$ cat config.mk
export PLATFORM = sky130hd
export DESIGN_NAME = alu_arbiter_flat
export DESIGN_NICKNAME = d
export VERILOG_FILES = /design/src/rtl/alu_arbiter_pkg.sv /design/src/rtl/alu_arbiter_if.sv /design/src/rtl/alu.sv /design/src/rtl/alu_arbiter.sv /design/src/flat_wrapper.sv
export SDC_FILE = /design/constraint.sdc
export NUM_CORES = 1
export LEC_CHECK = 0
export ABC_AREA = 1
export BUFFER_PORTS_ARGS = -buffer_cell sky130_fd_sc_hd__buf_2
export CORE_MARGIN = 3
export CORE_UTILIZATION = 29
export DETAILED_ROUTE_END_ITERATION = 7
export GPL_ROUTABILITY_DRIVEN = 0
export PLACE_DENSITY = 0.49
export SETUP_SLACK_MARGIN = 0.05
export SLEW_MARGIN = 15
export SYNTH_ARGS = -nofsm -noshare
export SYNTH_HDL_FRONTEND = slang
export SYNTH_HIERARCHICAL = 1
export SYNTH_SLANG_ARGS = --single-unit
$ cat constraint.sdc
create_clock -name i_clk -period 7.3 [get_ports i_clk]
set_input_delay 1.095 -clock i_clk [delete_from_list [all_inputs] [get_ports i_clk]]
set_output_delay 1.095 -clock i_clk [all_outputs]
set_load 0.05 [all_outputs]
$ cat src/rtl/alu_arbiter_pkg.sv
// Shared definitions for the two-requester ALU arbiter: opsel encodings,
// control-word field positions and the response-register state type.
package alu_arbiter_pkg;

  localparam int CTL_W        = 6;
  localparam int CTL_OPSEL_HI = 5;
  localparam int CTL_OPSEL_LO = 3;
  localparam int CTL_SUB      = 2;
  localparam int CTL_UNSIGNED = 1;
  localparam int CTL_ARITH    = 0;

  typedef enum logic [2:0] {
    OP_ADD  = 3'b000,
    OP_SLL  = 3'b001,
    OP_SLT  = 3'b010,
    OP_SLTU = 3'b011,
    OP_XOR  = 3'b100,
    OP_SR   = 3'b101,
    OP_OR   = 3'b110,
    OP_AND  = 3'b111
  } opsel_e;

  typedef enum logic {
    ST_EMPTY = 1'b0,
    ST_FULL  = 1'b1
  } rsp_state_e;

endpackage

$ cat src/rtl/alu_arbiter_if.sv
// Request/response bundle between two requesters, one consumer and the arbiter.
interface alu_arbiter_if;
  import alu_arbiter_pkg::*;

  logic              i_req0_valid;
  logic [CTL_W-1:0]  i_req0_ctl;
  logic [31:0]       i_req0_op1;
  logic [31:0]       i_req0_op2;
  logic              o_req0_ready;
  logic              i_req1_valid;
  logic [CTL_W-1:0]  i_req1_ctl;
  logic [31:0]       i_req1_op1;
  logic [31:0]       i_req1_op2;
  logic              o_req1_ready;
  logic              o_rsp_valid;
  logic              o_rsp_id;
  logic [31:0]       o_rsp_result;
  logic              o_rsp_eq;
  logic              o_rsp_slt;
  logic              i_rsp_ready;

  modport master (
    output i_req0_valid, i_req0_ctl, i_req0_op1, i_req0_op2,
    output i_req1_valid, i_req1_ctl, i_req1_op1, i_req1_op2,
    output i_rsp_ready,
    input  o_req0_ready, o_req1_ready,
    input  o_rsp_valid, o_rsp_id, o_rsp_result, o_rsp_eq, o_rsp_slt
  );

  modport slave (
    input  i_req0_valid, i_req0_ctl, i_req0_op1, i_req0_op2,
    input  i_req1_valid, i_req1_ctl, i_req1_op1, i_req1_op2,
    input  i_rsp_ready,
    output o_req0_ready, o_req1_ready,
    output o_rsp_valid, o_rsp_id, o_rsp_result, o_rsp_eq, o_rsp_slt
  );

endinterface

$ cat src/rtl/alu.sv
// Combinational 32-bit ALU. SLT and SLTU opsels give the same result: the
// signedness of the compare comes from the control word's unsigned bit.
module alu
  import alu_arbiter_pkg::*;
(
  input  logic [CTL_W-1:0] i_ctl,
  input  logic [31:0]      i_op1,
  input  logic [31:0]      i_op2,
  output logic [31:0]      o_result,
  output logic             o_eq,
  output logic             o_slt
);

  opsel_e      opsel;
  logic        sub_en;
  logic        uns;
  logic        arith;
  logic [4:0]  shamt;
  logic [31:0] sum;

  // Decode the control word, form compare flags and select the result.
  always_comb begin
    opsel  = opsel_e'(i_ctl[CTL_OPSEL_HI:CTL_OPSEL_LO]);
    sub_en = i_ctl[CTL_SUB];
    uns    = i_ctl[CTL_UNSIGNED];
    arith  = i_ctl[CTL_ARITH];
    shamt  = i_op2[4:0];
    sum    = sub_en ? (i_op1 - i_op2) : (i_op1 + i_op2);
    o_eq   = (i_op1 == i_op2);
    o_slt  = uns ? (i_op1 < i_op2) : ($signed(i_op1) < $signed(i_op2));
    case (opsel)
      OP_ADD:          o_result = sum;
      OP_SLL:          o_result = i_op1 << shamt;
      OP_SLT, OP_SLTU: o_result = {31'd0, o_slt};
      OP_XOR:          o_result = i_op1 ^ i_op2;
      OP_SR:           o_result = arith ? 32'($signed(i_op1) >>> shamt) : (i_op1 >> shamt);
      OP_OR:           o_result = i_op1 | i_op2;
      OP_AND:          o_result = i_op1 & i_op2;
      default:         o_result = 32'd0;
    endcase
  end

endmodule

$ cat src/rtl/alu_arbiter.sv
// Round-robin arbiter sharing one ALU between two requesters, with a single
// response register that can be reloaded in the same cycle it is consumed.
module alu_arbiter
  import alu_arbiter_pkg::*;
(
  input  logic         i_clk,
  input  logic         i_rst_n,
  alu_arbiter_if.slave bus
);

  rsp_state_e       state_q, state_d;
  logic             prio_q, prio_d;
  logic             id_q, id_d;
  logic [31:0]      result_q, result_d;
  logic             eq_q, eq_d;
  logic             slt_q, slt_d;

  logic             slot_free;
  logic             gnt_id;
  logic             rdy0;
  logic             rdy1;
  logic             accept;
  logic [CTL_W-1:0] alu_ctl;
  logic [31:0]      alu_op1;
  logic [31:0]      alu_op2;
  logic [31:0]      alu_result;
  logic             alu_eq;
  logic             alu_slt;

  // Pick the granted requester and steer its fields into the ALU; readies
  // depend only on valids, prio and response-slot state, never on operands.
  always_comb begin
    slot_free = (state_q == ST_EMPTY) || bus.i_rsp_ready;
    gnt_id    = 1'b0;
    if (bus.i_req0_valid && bus.i_req1_valid) begin
      gnt_id = prio_q;
    end else if (bus.i_req1_valid) begin
      gnt_id = 1'b1;
    end else begin
      gnt_id = 1'b0;
    end
    rdy0    = i_rst_n && slot_free && bus.i_req0_valid && !gnt_id;
    rdy1    = i_rst_n && slot_free && bus.i_req1_valid &&  gnt_id;
    accept  = rdy0 || rdy1;
    alu_ctl = gnt_id ? bus.i_req1_ctl : bus.i_req0_ctl;
    alu_op1 = gnt_id ? bus.i_req1_op1 : bus.i_req0_op1;
    alu_op2 = gnt_id ? bus.i_req1_op2 : bus.i_req0_op2;
  end

  alu u_alu (
    .i_ctl    (alu_ctl),
    .i_op1    (alu_op1),
    .i_op2    (alu_op2),
    .o_result (alu_result),
    .o_eq     (alu_eq),
    .o_slt    (alu_slt)
  );

  // Response-slot next state, response load on accept, round-robin update.
  always_comb begin
    state_d  = state_q;
    prio_d   = prio_q;
    id_d     = id_q;
    result_d = result_q;
    eq_d     = eq_q;
    slt_d    = slt_q;
    case (state_q)
      ST_EMPTY: begin
        if (accept) state_d = ST_FULL;
        else        state_d = ST_EMPTY;
      end
      ST_FULL: begin
        if (bus.i_rsp_ready && !accept) state_d = ST_EMPTY;
        else                            state_d = ST_FULL;
      end
      default: state_d = ST_EMPTY;
    endcase
    if (accept) begin
      prio_d   = ~gnt_id;
      id_d     = gnt_id;
      result_d = alu_result;
      eq_d     = alu_eq;
      slt_d    = alu_slt;
    end else begin
      prio_d   = prio_q;
    end
  end

  // State and response registers; reset discards any held response at once.
  always_ff @(posedge i_clk or negedge i_rst_n) begin
    if (!i_rst_n) begin
      state_q  <= ST_EMPTY;
      prio_q   <= 1'b0;
      id_q     <= 1'b0;
      result_q <= 32'd0;
      eq_q     <= 1'b0;
      slt_q    <= 1'b0;
    end else begin
      state_q  <= state_d;
      prio_q   <= prio_d;
      id_q     <= id_d;
      result_q <= result_d;
      eq_q     <= eq_d;
      slt_q    <= slt_d;
    end
  end

  assign bus.o_req0_ready = rdy0;
  assign bus.o_req1_ready = rdy1;
  assign bus.o_rsp_valid  = (state_q == ST_FULL);
  assign bus.o_rsp_id     = id_q;
  assign bus.o_rsp_result = result_q;
  assign bus.o_rsp_eq     = eq_q;
  assign bus.o_rsp_slt    = slt_q;

endmodule
$ cat src/flat_wrapper.sv
// flat-port wrapper written by rule: the top's interface ports become plain ports
module alu_arbiter_flat import alu_arbiter_pkg::*;
  (i_clk, i_rst_n, bus_i_req0_valid, bus_i_req0_ctl, bus_i_req0_op1, bus_i_req0_op2, bus_i_req1_valid, bus_i_req1_ctl, bus_i_req1_op1, bus_i_req1_op2, bus_i_rsp_ready, bus_o_req0_ready, bus_o_req1_ready, bus_o_rsp_valid, bus_o_rsp_id, bus_o_rsp_result, bus_o_rsp_eq, bus_o_rsp_slt);
  alu_arbiter_if bus_i ();
  input  logic i_clk;
  input  logic i_rst_n;
  input wire logic [$bits(bus_i.i_req0_valid)-1:0] bus_i_req0_valid;
  input wire logic [$bits(bus_i.i_req0_ctl)-1:0] bus_i_req0_ctl;
  input wire logic [$bits(bus_i.i_req0_op1)-1:0] bus_i_req0_op1;
  input wire logic [$bits(bus_i.i_req0_op2)-1:0] bus_i_req0_op2;
  input wire logic [$bits(bus_i.i_req1_valid)-1:0] bus_i_req1_valid;
  input wire logic [$bits(bus_i.i_req1_ctl)-1:0] bus_i_req1_ctl;
  input wire logic [$bits(bus_i.i_req1_op1)-1:0] bus_i_req1_op1;
  input wire logic [$bits(bus_i.i_req1_op2)-1:0] bus_i_req1_op2;
  input wire logic [$bits(bus_i.i_rsp_ready)-1:0] bus_i_rsp_ready;
  output wire logic [$bits(bus_i.o_req0_ready)-1:0] bus_o_req0_ready;
  output wire logic [$bits(bus_i.o_req1_ready)-1:0] bus_o_req1_ready;
  output wire logic [$bits(bus_i.o_rsp_valid)-1:0] bus_o_rsp_valid;
  output wire logic [$bits(bus_i.o_rsp_id)-1:0] bus_o_rsp_id;
  output wire logic [$bits(bus_i.o_rsp_result)-1:0] bus_o_rsp_result;
  output wire logic [$bits(bus_i.o_rsp_eq)-1:0] bus_o_rsp_eq;
  output wire logic [$bits(bus_i.o_rsp_slt)-1:0] bus_o_rsp_slt;
  assign bus_i.i_req0_valid = bus_i_req0_valid;
  assign bus_i.i_req0_ctl = bus_i_req0_ctl;
  assign bus_i.i_req0_op1 = bus_i_req0_op1;
  assign bus_i.i_req0_op2 = bus_i_req0_op2;
  assign bus_i.i_req1_valid = bus_i_req1_valid;
  assign bus_i.i_req1_ctl = bus_i_req1_ctl;
  assign bus_i.i_req1_op1 = bus_i_req1_op1;
  assign bus_i.i_req1_op2 = bus_i_req1_op2;
  assign bus_i.i_rsp_ready = bus_i_rsp_ready;
  assign bus_o_req0_ready = bus_i.o_req0_ready;
  assign bus_o_req1_ready = bus_i.o_req1_ready;
  assign bus_o_rsp_valid = bus_i.o_rsp_valid;
  assign bus_o_rsp_id = bus_i.o_rsp_id;
  assign bus_o_rsp_result = bus_i.o_rsp_result;
  assign bus_o_rsp_eq = bus_i.o_rsp_eq;
  assign bus_o_rsp_slt = bus_i.o_rsp_slt;
  alu_arbiter u_core (.i_clk(i_clk), .i_rst_n(i_rst_n), .bus(bus_i));
endmodule
==> flow_metrics.env <==
export IMPL_status="finished, final reports clean"
export IMPL_syn_area_per_cell_um2=5.04
export IMPL_period_share=0.692
export IMPL_period_minus_slack_ps=5050
export IMPL_multi_input_area_mm2=0.00953
export IMPL_clock_fmax_mhz=198
export IMPL_cp_max_fo=72
export IMPL_critPathMostFrequentCell="nand2_1"
export IMPL_synth_seq_area_share=0.0760
export IMPL_rsz0062_at_grt="no"
export IMPL_ant_nets=0
export IMPL_drtIter0Drc=2846
export IMPL_syn_nets=2660
export IMPL_final_setup_viol_count=0
export IMPL_antenna_found_initial=2
export IMPL_clock_latency_ps=310
export IMPL_worst_setup_path_start_kind="primary input"
export IMPL_post_route_util=0.327
export IMPL_ios=183
export IMPL_cts_tree="yes"
export IMPL_crit_required_ps=7530
export IMPL_worstSetupEndpointType="register"
export IMPL_area_growth_pct=10.5
export IMPL_core_rowCount=74
export IMPL_slew_headroom=0.260
export IMPL_cts_htree_levels=2
export IMPL_routed_wl_mm=61.9
export IMPL_grt_pass1_wl_mm=92.0
export IMPL_synth_distinct_cells=54
export IMPL_total_power_mw=2.96
export IMPL_synth_edf_count=0
export IMPL_synthCells=2416
export IMPL_layout_drive_gt1_share=0.102
export IMPL_grt_pass1_vias=14550
export IMPL_fin_tns_setup_ps=0
export IMPL_routedWlPerCell_um=20.4
export IMPL_synth_seq_cells=37
export IMPL_top_layer="met5"
export IMPL_grt_max_degree=73
export IMPL_wl_met3_mm=7.09
export IMPL_grt_use_total=0.268
export IMPL_coreArea_mm2=0.0412
export IMPL_worstSetupPathType="in2reg"
export IMPL_viasPerCell=5.42
export IMPL_critPathMaxStageDelay_ps=620
export IMPL_critPathArrivalTime_ps=5280
export IMPL_hold_path_class="reg2reg"
export IMPL_drc=0
export IMPL_postCtsSetupBuffers=0
export IMPL_grt_remaining_overflow=0
export IMPL_dr_pass1_iters=6
export IMPL_r2r_slack_ps=2770
export IMPL_yosysWarnings=6
export IMPL_diodes=0
export IMPL_slew_viol_final=0
export IMPL_cts_resized=0
export IMPL_yosys_area_top_type="nand2_1"
export IMPL_cts_buffers=5
export IMPL_cp_cell_sequence="buf_2, nand2_1, nand2_4, inv_4, nand2_1, nand2_1, buf_4, clkinv_1, buf_4, ha_1, nor2_1, and2_1, nand2_1, nand2_1, nand2_1, nand2_1, nand2_1, nand2_1, nand2_1, nand2_1, nand2_1, a21oi_1, nand2_1, nand2_1"
export IMPL_nNetsFinal=2740
export IMPL_die_area_mm2=0.0445
export IMPL_start_util=0.296
export IMPL_path_clk_slew_ps=60
export IMPL_yosys_top_cells_area="nand2_1 (31%), nand3_1 (11%), ha_1 (10%)"
export IMPL_final_common_cell="nand2_1"
export IMPL_synth_area_mm2=0.0122
export IMPL_root_buffer="clkbuf_16"
export IMPL_peakVddDrop_uv=116
export IMPL_dieWidth_um=211
export IMPL_fin_worst_skew_ps=16.7
export IMPL_maxCapViolations=0
export IMPL_route_met2_wl_mm=24.7
export IMPL_tightest_slew_ps=1110
export IMPL_p_per_area_mw_per_mm2=220
export IMPL_final_cell_mix="nand2_1 (1016), inv_1 (281), nand3_1 (272)"
export IMPL_io_buffer_count=182
export IMPL_synth_top_area_share=0.314
export IMPL_clock_path_buffers=2
export IMPL_via_count=16418
export IMPL_nFillCells=4801
export IMPL_die_h_um=211
export IMPL_async_reset_ff_frac=1.00
export IMPL_regArea_um2=926
export IMPL_design_area_mm2=0.0135
export IMPL_synth_main_ff_cell="dfrtp_1"
export IMPL_dp_hpwl_mm=49.8
export IMPL_routedLengthMet1_mm=27.0
export IMPL_hold_viol_final=0
export IMPL_p_leak_nw=7.77
export IMPL_placed_area_mm2=0.0133
export IMPL_postCtsHoldBufs=0
export IMPL_clock_sinks=37
export IMPL_worst_path_max_delay_cell="inv_4"
-- per-layer routing --
metal  track usage  vias to the layer above
met4         0.107                        2
li1              -                     7825
met3        0.0444                      176
met1         0.391                     7220
met5             0                        -
met2         0.390                     1195
-- synth_stat cells (9+ instances only) --
library cell and count:
a221oi_1 9, o21ai_1 14, o21ai_0 94, dfrtp_1 37, nand3_2 10, nand4_1 13
buf_2 64, o211ai_1 22, nor2_1 157, nand3_1 272, ha_1 97, inv_1 281
buf_1 9, nor3_1 17, o22ai_1 14, inv_2 10, a21oi_1 131, nand2_1 1020
clkbuf_1 37, o21bai_1 13
-- critical path: cells and delay by family --
family,cells,cell delay (ps)
compound gates,1,160
buf+inv,5,1380
simple gates,17,2200
fa+ha+maj,1,420
-- layout make-up --
type / instances / area share
Clock buffer: 5 / 0.00929
Clock inverter: 3 / 0.00511
Inverter: 293 / 0.0819
Multi-Input combinational cell: 1959 / 0.708
Sequential cell: 37 / 0.0688
Tap cell: 532 / 0.0494
Timing Repair Buffer: 200 / 0.0777
-- flip-flops by register name (all words and copies together) (netlist names) --
name	cells
u_core/bus.o_rsp_eq	1
u_core/bus.o_rsp_id	1
u_core/bus.o_rsp_result	32
u_core/bus.o_rsp_slt	1
u_core/bus.o_rsp_valid	1
u_core/prio_q	1
-- kinds of logic (layout without fill, tap and decap cells) --
kind of cell	Yosys count	after routing	share of synthesized area
multiplexers	3	3	0.00246
flip-flops	37	37	0.0760
adder cells (fa/ha/maj)	99	99	0.103
AO/OA/AOI/OAI	329	329	0.155
buffers and inverters	420	501	0.143
XOR/XNOR	4	4	0.00288
AND/OR/NAND/NOR	1524	1524	0.518
-- through the flow --
stage	worst slack, ps	hold WS (ps)	std cells
3_5_place_dp	2070	459	3021
4_1_cts	2360	475	3029
5_1_grt	1840	514	3029
6_report	2250	476	3029
3_3_place_gp	2120	455	3021
2_1_floorplan	3450	497	2416
-- worst paths after layout --
path / from / end / cells after the start
setup / recovery: bus_i_req0_valid / u_core/bus.o_rsp_result[0] / 24
setup reg to reg: u_core/prio_q / u_core/bus.o_rsp_result[0] / 24
hold / removal: u_core/bus.o_rsp_id / u_core/bus.o_rsp_id / 2
hold reg to reg: u_core/bus.o_rsp_id / u_core/bus.o_rsp_id / 2
min in group asynchronous: i_rst_n / u_core/bus.o_rsp_result[25] / 2
max in group asynchronous: i_rst_n / u_core/bus.o_rsp_result[15] / 2
-- power by group --
| part | switching, mW | internal, mW | total [mW] |
|---|---|---|---|
| logic | 1.73 | 0.598 | 2.32 |
| clock network | 0.104 | 0.197 | 0.302 |
| registers | 0.0648 | 0.266 | 0.331 |
| total | 1.89 | 1.06 | 2.96 |
Power figures use the tool's default switching activity.
